[src/rtl/hs_buf_pkg.sv]
// Shared types and helpers for the four-phase handshake FIFO buffer.
package hs_buf_pkg;

  typedef enum logic {IN_IDLE, IN_ACK} inState_e;

  typedef enum logic [1:0] {OUT_IDLE, OUT_SETUP, OUT_REQ, OUT_WAIT} outState_e;

  // Bits needed to hold an occupancy value from 0 to depth inclusive.
  function automatic int unsigned countWidth(input int unsigned depth);
    return $clog2(depth + 1);
  endfunction

endpackage

[src/rtl/hs_sync.sv]
// N-stage 1-bit synchroniser with synchronous active-low reset; zero stages is a wire.
module hs_sync #(
  parameter int unsigned STAGES = 2
) (
  input  logic clk,
  input  logic rst_n,
  input  logic d,
  output logic q
);

  generate
    if (STAGES == 0) begin : gPass
      logic unusedClkRst;
      assign unusedClkRst = clk ^ rst_n;
      assign q = d;
    end else begin : gFlops
      logic [STAGES-1:0] stages;

      always_ff @(posedge clk) begin
        if (!rst_n) begin
          stages <= '0;
        end else begin
          stages[0] <= d;
          for (int unsigned i = 1; i < STAGES; i++) begin
            stages[i] <= stages[i-1];
          end
        end
      end

      assign q = stages[STAGES-1];
    end
  endgenerate

endmodule

[src/rtl/hs_fifo_buf.sv]
// DEPTH-entry buffer between a four-phase Sender and a four-phase Receiver;
// the two sides run independently so accepting and delivering can overlap.
module hs_fifo_buf
  import hs_buf_pkg::*;
#(
  parameter int unsigned WIDTH       = 32,
  parameter int unsigned DEPTH       = 4,
  parameter int unsigned SYNC_STAGES = 0
) (
  input  logic                         clk,
  input  logic                         rst_n,
  input  logic                         StoB_REQ,
  input  logic [WIDTH-1:0]             DI,
  output logic                         BtoS_ACK,
  output logic                         BtoR_REQ,
  output logic [WIDTH-1:0]             DO,
  input  logic                         RtoB_ACK,
  output logic [countWidth(DEPTH)-1:0] count,
  output logic                         full,
  output logic                         empty
);

  localparam int unsigned CW = countWidth(DEPTH);
  localparam int unsigned PW = $clog2(DEPTH);

  logic             reqS;
  logic             ackS;
  logic [WIDTH-1:0] mem [DEPTH];
  logic [PW-1:0]    wptr;
  logic [PW-1:0]    rptr;

  inState_e  inState,  inNext;
  outState_e outState, outNext;
  logic      ackNext, reqNext, push, pop, loadDo;
  logic [CW-1:0] countNext;

  hs_sync #(.STAGES(SYNC_STAGES)) uReqSync (
    .clk   (clk),
    .rst_n (rst_n),
    .d     (StoB_REQ),
    .q     (reqS)
  );

  hs_sync #(.STAGES(SYNC_STAGES)) uAckSync (
    .clk   (clk),
    .rst_n (rst_n),
    .d     (RtoB_ACK),
    .q     (ackS)
  );

  // Sender side: accept one word per request, stall while the buffer is full.
  always_comb begin
    inNext  = inState;
    ackNext = BtoS_ACK;
    push    = 1'b0;
    case (inState)
      IN_IDLE: begin
        if (reqS && !full) begin
          push    = 1'b1;
          ackNext = 1'b1;
          inNext  = IN_ACK;
        end
      end
      IN_ACK: begin
        if (!reqS) begin
          ackNext = 1'b0;
          inNext  = IN_IDLE;
        end
      end
      default: inNext = IN_IDLE;
    endcase
  end

  // Receiver side: present DO a full cycle before raising BtoR_REQ.
  always_comb begin
    outNext = outState;
    reqNext = BtoR_REQ;
    pop     = 1'b0;
    loadDo  = 1'b0;
    case (outState)
      OUT_IDLE: begin
        if (!empty && !ackS) begin
          loadDo  = 1'b1;
          outNext = OUT_SETUP;
        end
      end
      OUT_SETUP: begin
        reqNext = 1'b1;
        outNext = OUT_REQ;
      end
      OUT_REQ: begin
        if (ackS) begin
          reqNext = 1'b0;
          pop     = 1'b1;
          outNext = OUT_WAIT;
        end
      end
      OUT_WAIT: begin
        if (!ackS) outNext = OUT_IDLE;
      end
      default: outNext = OUT_IDLE;
    endcase
  end

  always_comb begin
    countNext = count + CW'(push) - CW'(pop);
  end

  always_ff @(posedge clk) begin
    if (!rst_n) begin
      inState  <= IN_IDLE;
      outState <= OUT_IDLE;
      BtoS_ACK <= 1'b0;
      BtoR_REQ <= 1'b0;
      DO       <= '0;
      wptr     <= '0;
      rptr     <= '0;
      count    <= '0;
      full     <= 1'b0;
      empty    <= 1'b1;
    end else begin
      inState  <= inNext;
      outState <= outNext;
      BtoS_ACK <= ackNext;
      BtoR_REQ <= reqNext;
      if (loadDo) DO <= mem[rptr];
      if (push) wptr <= wptr + PW'(1);
      if (pop) rptr <= rptr + PW'(1);
      count <= countNext;
      full  <= (countNext == CW'(DEPTH));
      empty <= (countNext == '0);
    end
  end

  // Storage is deliberately left out of reset.
  always_ff @(posedge clk) begin
    if (push && rst_n) mem[wptr] <= DI;
  end

endmodule

[config.mk]
export PLATFORM = sky130hd
export DESIGN_NAME = hs_fifo_buf
export DESIGN_NICKNAME = d
export VERILOG_FILES = /design/src/rtl/hs_buf_pkg.sv /design/src/rtl/hs_sync.sv /design/src/rtl/hs_fifo_buf.sv
export SDC_FILE = /design/constraint.sdc
export NUM_CORES = 1
export LEC_CHECK = 0
export ABC_AREA = 1
export CORE_ASPECT_RATIO = 2
export CORE_MARGIN = 3
export CORE_UTILIZATION = 35
export CTS_CLUSTER_SIZE = 20
export DETAILED_ROUTE_END_ITERATION = 12
export PLACE_DENSITY = 0.56
export SYNTH_ARGS = -nofsm -noshare
export SYNTH_HDL_FRONTEND = slang
export SYNTH_HIERARCHICAL = 1
export SYNTH_SLANG_ARGS = --single-unit
[constraint.sdc]
create_clock -name clk -period 3.33 [get_ports clk]
set_input_delay 0.4995 -clock clk [delete_from_list [all_inputs] [get_ports clk]]
set_output_delay 0.4995 -clock clk [all_outputs]
set_load 0.01 [all_outputs]
==> results by group, run 1 <==
Status
  – Status: finished, final reports clean

Floorplan
  – Row count: 72
  – Die area: 21,900 um^2
  – Die Span X: 106 um
  – Total core area: 19,500 um^2
  – Top Ports: 75
  – Die height: 207 um
  – Initial core utilization: 36.0%

Layout
  – Nets@finish: 760
  – Commonest non-fill, non-tap cell in the layout: nand2_1
  – Area grow syn2layout: 21.5%
  – Fill count: 1,834
  – Layout cells sized above 1: 10.9%
  – Finished Layout Cells: 986
  – Diodes inserted: 0
  – Most frequent cells in the layout: 242 x nand2_1, 128 x edfxtp_1, 73 x clkdlybuf4s50_1
  – Final core utilization: 43.7%

GRT
  – Vias in the first global route: 4,567
  – Initial antenna violation count: 0
  – First-pass GRT wire length: 23.7 mm
  – Largest net degree at the start of global routing: 66
  – Total GRT Usage: 14.4%
  – Gr ovfl total: 0

Power and ir drop
  – Leakage: 0.00330 uW
  – Peak supply drop: 0.327 mV
  – Power density cells: 707 nW/um^2
  – Seq pwr share: 44.7%
  – Sw Share: 29.2%
  – Switching power: 1770 uW
  – Design Power: 6050 uW
  – Clock Power Share: 32.9%
  – Part of the power in combinational logic: 22.4%
  – Power Internal: 4280 uW

Yosys
  – Synth top area share: 54.6%
  – Mapped Cells: 648
  – Synth area leader: edfxtp_1
  – Number of library cell types mapped by synthesis: 23
  – Seq cells post-synth: 174
  – Mapped Area: 7040 um^2
  – Top cells by area, synth: edfxtp_1 55%, dfxtp_1 13%, nand2_1 13%
  – Mean Syn Cell Area: 10.9 um^2
  – YS warnings: 6
  – Post-synth net total: 694
  – Sequential area share after synthesis: 67.7%

Clock network
  – Post-CTS Setup Inserts: 0
  – CTS Buf Count: 17
  – Root buffer cell: clkbuf_16
  – H-tree depth: 4
  – Resize count post-CTS: 0
  – Clock transition at the registers of the reported paths: 70 ps
  – CTS sink cnt: 174
  – Clk_lat worst skew: 420 ps
  – Clk buf depth: 2
  – CTS Hold Buffers Added: 0
  – CTS tree: done

Placement
  – Placed Instances: 954
  – Routability cong.: 0.780
  – PortBufs: 74
  – Dpl ws: 836 ps
  – DP HPWL: 9.84 mm

Critical path
  – Delay of the slowest cell on the worst path: 500 ps
  – Worst Path Class, Setup: reg2reg
  – CP dominant cell by count: inv_1
  – Crit-path slowest cell: fa_1
  – Worst setup SP type: register
  – Worst path cell trace: inv_1 -> ha_1 -> nand2_1 -> xor2_1 -> ha_1 -> inv_1 -> fa_1 -> inv_1 -> nor2_1 -> nand3_1 -> nand2_1
  – Worst path required time: 3700 ps
  – Crit. End Element: register
  – Critical Path AT: 2470 ps
  – CP max FO: 4

Timing
  – Worst setup margin: 1230 ps
  – Fin crit period: 2100 ps
  – Slew Viols, Final: 0
  – Worst-margin pin slew: 1100 ps
  – Period utilisation layout: 63.0%
  – Fin. Hold Viols: 0
  – Layout Skew: 7.62 ps
  – Max Fclk: 476 MHz
  – # setup viols final: 0
  – Max_slew headroom: 26.8%
  – Final TNS setup: 0 ps
  – RSZ-0062 raised after global routing: false

Run
  – Max Cap Violations: 0

Drt
  – Vias post-DR: 4,536
  – Routed WL: 15.2 mm
  – DRT iter0 DRCs: 226
  – # DRC: 0
  – Avg WL per Cell: 15.5 um
  – Pre-Repair DR Iteration Count: 4
  – Detail Route Antenna Nets: 0
  – Vias/cell: 4.60

Min path
  – Type of the tightest min-delay check: reg2reg
[logic make-up after synthesis]
| kind of cell | synth area share (%) |
|---|---|
| and+or+nand+nor | 18.9 |
| buffers and inverters | 6.63 |
| adders and majority gates | 1.89 |
| xor gates and xnor gates | 0.125 |
| AOI/OAI and AO/OA | 4.77 |
| DFF | 67.7 |
[metrics by stage]
stage	cell area (um^2)	hold WS [ps]
floorplan	7040	442
global placement	7940	448
detailed placement	7940	457
CTS	8550	467
global route	8550	514
finish	8550	461
[synthesized netlist by cell type (all sizes together)]
cell / instances
inv: 56
ha: 9
o21ai: 3
nor2: 16
edfxtp: 128
xor2: 1
dfxtp: 46
a21oi: 40
o21a: 1
nand3: 67
o211ai: 1
buf: 33
nor3: 2
clkbuf: 1
nand2: 243
fa: 1
[worst paths after layout]
path         cells past startpoint         from  slack, ps       to
max reg2reg                     11  outState[0]       1230    empty
min                              1         full        460  inState
min reg2reg                      1         full        460  inState
max                             11  outState[0]       1230    empty
[layer usage]
metal | part of all wire [%] | vias to the layer above | track usage, %
met5 | 0 | - | 0
met4 | 3.5 | 0 | 8.01
met3 | 3.1 | 32 | 2.72
met2 | 57 | 101 | 27.6
met1 | 36 | 2146 | 14.2
li1 | - | 2257 | -
[final cells by class]
class | instances | area, um^2 | area share, %
Timing Repair Buffer | 81 | 801 | 9.36
Inverter | 56 | 210 | 2.46
Clock inverter | 10 | 86.3 | 1.01
Clock buffer | 22 | 528 | 6.18
Tap cell | 259 | 324 | 3.79
Multi-Input combinational cell | 384 | 1830 | 21.5
Sequential cell | 174 | 4770 | 55.8
[sequential cells by signal, summed over array words and instances, names as in the netlist, 2 cells and up]
signal	cells
count	3
outState	2
mem	128
wptr	2
DO	32
rptr	2
[power groups by stage]
stage | clock network [uW] | logic [uW] | registers (uW)
final | 1990 | 1350 | 2700
after detailed placement | 0 | 1370 | 2750
after floorplan | 0 | 823 | 2780
after global placement | 0 | 1350 | 2750
after CTS | 2040 | 1380 | 2710
after global routing | 2130 | 1530 | 2730
[critical path, delay by kind of cell (launching register included)]
kind | cells | cell delay, ps
flops | 1 | 370
simple gates | 4 | 420
buf+inv | 3 | 180
fa+ha+maj | 3 | 900
xor+xnor | 1 | 170
Power figures use the tool's default switching activity.
==> inputs of run 2 (changes only) <==
==> constraint.sdc (replaced) <==
create_clock -name clk -period 2.09 [get_ports clk]
set_input_delay 0.3135 -clock clk [delete_from_list [all_inputs] [get_ports clk]]
set_output_delay 0.3135 -clock clk [all_outputs]
set_load 0.01 [all_outputs]
==> run 2 against run 1 <==
Compared with the run above: worst hold slack lost 130 ps; fmax grew 6.8%; setup slack lost 1100 ps; wire length shrank 0.66%; critical endpoint unchanged.
==> results by group, run 2 (synthesis results as in run 1) <==
Critical path
  – Delay of the slowest cell on the worst path: 520 ps (was 500 ps)
  – Worst setup SP type: register (unchanged)
  – Crit-path slowest cell: fa_1 (unchanged)
  – Worst Path Class, Setup: reg2reg (unchanged)
  – Critical Path AT: 2320 ps (was 2470 ps)
  – Crit. End Element: register (unchanged)
  – Worst path required time: 2450 ps (was 3700 ps)
  – Worst r2r path cells: 11 (unchanged)
  – Worst R2R End: empty (unchanged)
  – Worst path cell trace: inv_2 -> ha_4 -> nand2_2 -> xor2_1 -> ha_2 -> inv_1 -> fa_1 -> inv_1 -> nor2_2 -> nand3_2 -> nand2_1 (was inv_1 -> ha_1 -> nand2_1 -> xor2_1 -> ha_1 -> inv_1 -> fa_1 -> inv_1 -> nor2_1 -> nand3_1 -> nand2_1)
  – Slack of the worst reg-to-reg path: 130 ps (was 1230 ps)
  – CP dominant cell by count: inv_1 (unchanged)
  – CP max FO: 3 (was 4)
  – Reg-to-Reg Start: outState[0] (unchanged)

Timing
  – Max_slew headroom: 53.3% (was 26.8%)
  – Layout Skew: 8.53 ps (was 7.62 ps)
  – Period utilisation layout: 94.0% (was 63.0%)
  – WHS: 330 ps (was 461 ps)
  – Worst-margin pin slew: 699 ps (was 1100 ps)
  – # setup viols final: 0 (unchanged)
  – Slew Viols, Final: 0 (unchanged)
  – Fin crit period: 1960 ps (was 2100 ps)
  – Worst setup margin: 125 ps (was 1230 ps)
  – Final TNS setup: 0 ps (unchanged)
  – Max Fclk: 509 MHz (was 476 MHz)
  – Fin. Hold Viols: 0 (unchanged)

Power and ir drop
  – Power density cells: 1120 nW/um^2 (was 707 nW/um^2)
  – Peak supply drop: 0.607 mV (was 0.327 mV)
  – Leakage: 0.00340 uW (was 0.00330 uW)

Layout
  – Most frequent cells in the layout: 241 x nand2_1, 128 x edfxtp_1, 73 x clkdlybuf4s50_1 (was 242 x nand2_1, 128 x edfxtp_1, 73 x clkdlybuf4s50_1)
  – Biggest register: mem (unchanged)
  – Top Registers: mem (128), DO (32), count (3) (unchanged)
  – Layout cells sized above 1: 13.6% (was 10.9%)
  – Area grow syn2layout: 24.7% (was 21.5%)
  – Nets@finish: 774 (was 760)
  – Commonest non-fill, non-tap cell in the layout: nand2_1 (unchanged)
  – Fill count: 1,781 (was 1,834)
  – Largest register FFs: 128 (unchanged)
  – Diodes inserted: 0 (unchanged)

Floorplan
  – Top Ports: 75 (unchanged)
  – Die area: 21,900 um^2 (unchanged)
  – Total core area: 19,500 um^2 (unchanged)
  – Die Span X: 106 um (unchanged)
  – Die height: 207 um (unchanged)
  – Initial core utilization: 36.0% (unchanged)
  – Row count: 72 (unchanged)

GRT
  – Initial antenna violation count: 0 (unchanged)
  – First-pass GRT wire length: 23.9 mm (was 23.7 mm)
  – Largest net degree at the start of global routing: 66 (unchanged)
  – Gr ovfl total: 0 (unchanged)
  – Vias in the first global route: 4,679 (was 4,567)
  – Total GRT Usage: 14.3% (was 14.4%)

Clock network
  – CTS sink cnt: 174 (unchanged)
  – Root buffer cell: clkbuf_16 (unchanged)
  – Clk buf depth: 2 (unchanged)
  – CTS Buf Count: 17 (unchanged)
  – Clock transition at the registers of the reported paths: 70 ps (about the same)
  – H-tree depth: 4 (unchanged)
  – CTS Hold Buffers Added: 0 (unchanged)
  – Clk_lat worst skew: 420 ps (about the same)
  – CTS tree: done (unchanged)

Placement
  – Dpl ws: -119 ps (was 836 ps)
  – DP HPWL: 9.83 mm (was 9.84 mm)
  – PortBufs: 74 (unchanged)
  – Routability cong.: 0.748 (was 0.780)

Drt
  – Avg WL per Cell: 15.1 um (was 15.5 um)
  – Routed WL: 15.1 mm (was 15.2 mm)
  – Detail Route Antenna Nets: 0 (unchanged)
  – Vias/cell: 4.60 (about the same)
  – Pre-Repair DR Iteration Count: 5 (was 4)
  – DRT iter0 DRCs: 293 (was 226)
  – # DRC: 0 (unchanged)
  – Vias post-DR: 4,596 (was 4,536)

Min path
  – Type of the tightest min-delay check: in2reg (was reg2reg)
  – Worst Hold End: BtoS_ACK (was inState)
  – Hold path depth: 4 (was 1)
  – Worst Hold Launch: rst_n (was full)

Run
  – Max Cap Violations: 0 (unchanged)

Status
  – Status: finished, final reports clean (unchanged)
## run 2: cell types whose count changed in the layout (fill, tap and decap cells not counted), sizes merged
cell,before,now
bufinv,0,1
inv,62,63
clkinv,3,4
clkbuf,22,20
clkinvlp,1,0
buf,8,22
## run 2: final cells by class
type | count | area, um^2 | share of cell area, %
sequential | 174 | 4770 | 54.3
tap | 259 | 324 | 3.69
clock inverter | 12 | 118 | 1.34
inverter | 56 | 210 | 2.40
clock buffer | 20 | 489 | 5.57
multi-input combinational | 384 | 1860 | 21.2
timing repair buffer | 95 | 1010 | 11.5
## run 2: through the flow
| stage | utilization, % | total power [uW] | instances | area (um^2) |
|---|---|---|---|---|
| 5_1_grt | 44.9 | 10400 | 1000 | 8780 |
| 6_report | 44.9 | 9800 | 1000 | 8780 |
| 3_3_place_gp | 41.6 | 6580 | 967 | 8130 |
| 3_5_place_dp | 41.6 | 6660 | 967 | 8130 |
| 4_1_cts | 44.7 | 9860 | 999 | 8740 |
| 2_1_floorplan | - | 5740 | 648 | 7040 |
## run 2: critical path: cells and delay by family, from the launching register on
| family | cells | cell delay [ps] |
|---|---|---|
| XOR/XNOR | 1 | 170 |
| adder cells (fa/ha/maj) | 3 | 870 |
| buffers and inverters | 3 | 160 |
| flip-flops | 1 | 350 |
| AND/OR/NAND/NOR | 4 | 340 |
## run 2: per-layer routing
metal  global-route usage [%]  wire (um)  vias to the layer above  share of wire (%)
met2                     27.1       8560                      101                 57
met3                     3.06        483                       24                3.2
met1                     14.7       5710                     2182                 38
met5                        0          0                        -                  0
met4                     6.99        388                        0                2.6
li1                         -          -                     2289                  -
## run 2: worst max-delay path by stage
stage	from	end	slack (ps)	cells after the start
6_report	outState[0]	empty	130	11
5_1_grt	outState[0]	empty	-5	11
4_1_cts	outState[0]	empty	10	11
3_5_place_dp	RtoB_ACK	empty	-120	10
3_3_place_gp	RtoB_ACK	full	-50	10
2_1_floorplan	full	mem[0][0]	-420	5
## run 2: what timing repair did
action | CTS | global route
gates resized for setup | 1 | 8
pin swaps | 0 | 3
cloned | 0 | 0
endpoints found under the setup margin | 1 | 3
setup buffers | 0 | 1
## run 2: power by group
part | internal [uW] | switching (uW)
sequential | 4100 | 185
clock | 1840 | 1320
combinational | 1000 | 1350
total | 6940 | 2860
==> inputs of run 3 (changes only) <==
--- a/config.mk
+++ b/config.mk
@@ -11,6 +11,7 @@
 export CORE_UTILIZATION = 35
 export CTS_CLUSTER_SIZE = 20
 export DETAILED_ROUTE_END_ITERATION = 12
+export GPL_ROUTABILITY_DRIVEN = 0
 export PLACE_DENSITY = 0.56
 export SYNTH_ARGS = -nofsm -noshare
 export SYNTH_HDL_FRONTEND = slang
==> results of run 3 <==
Same layout as run 2: the final DEF is identical, and so are final timing and power.
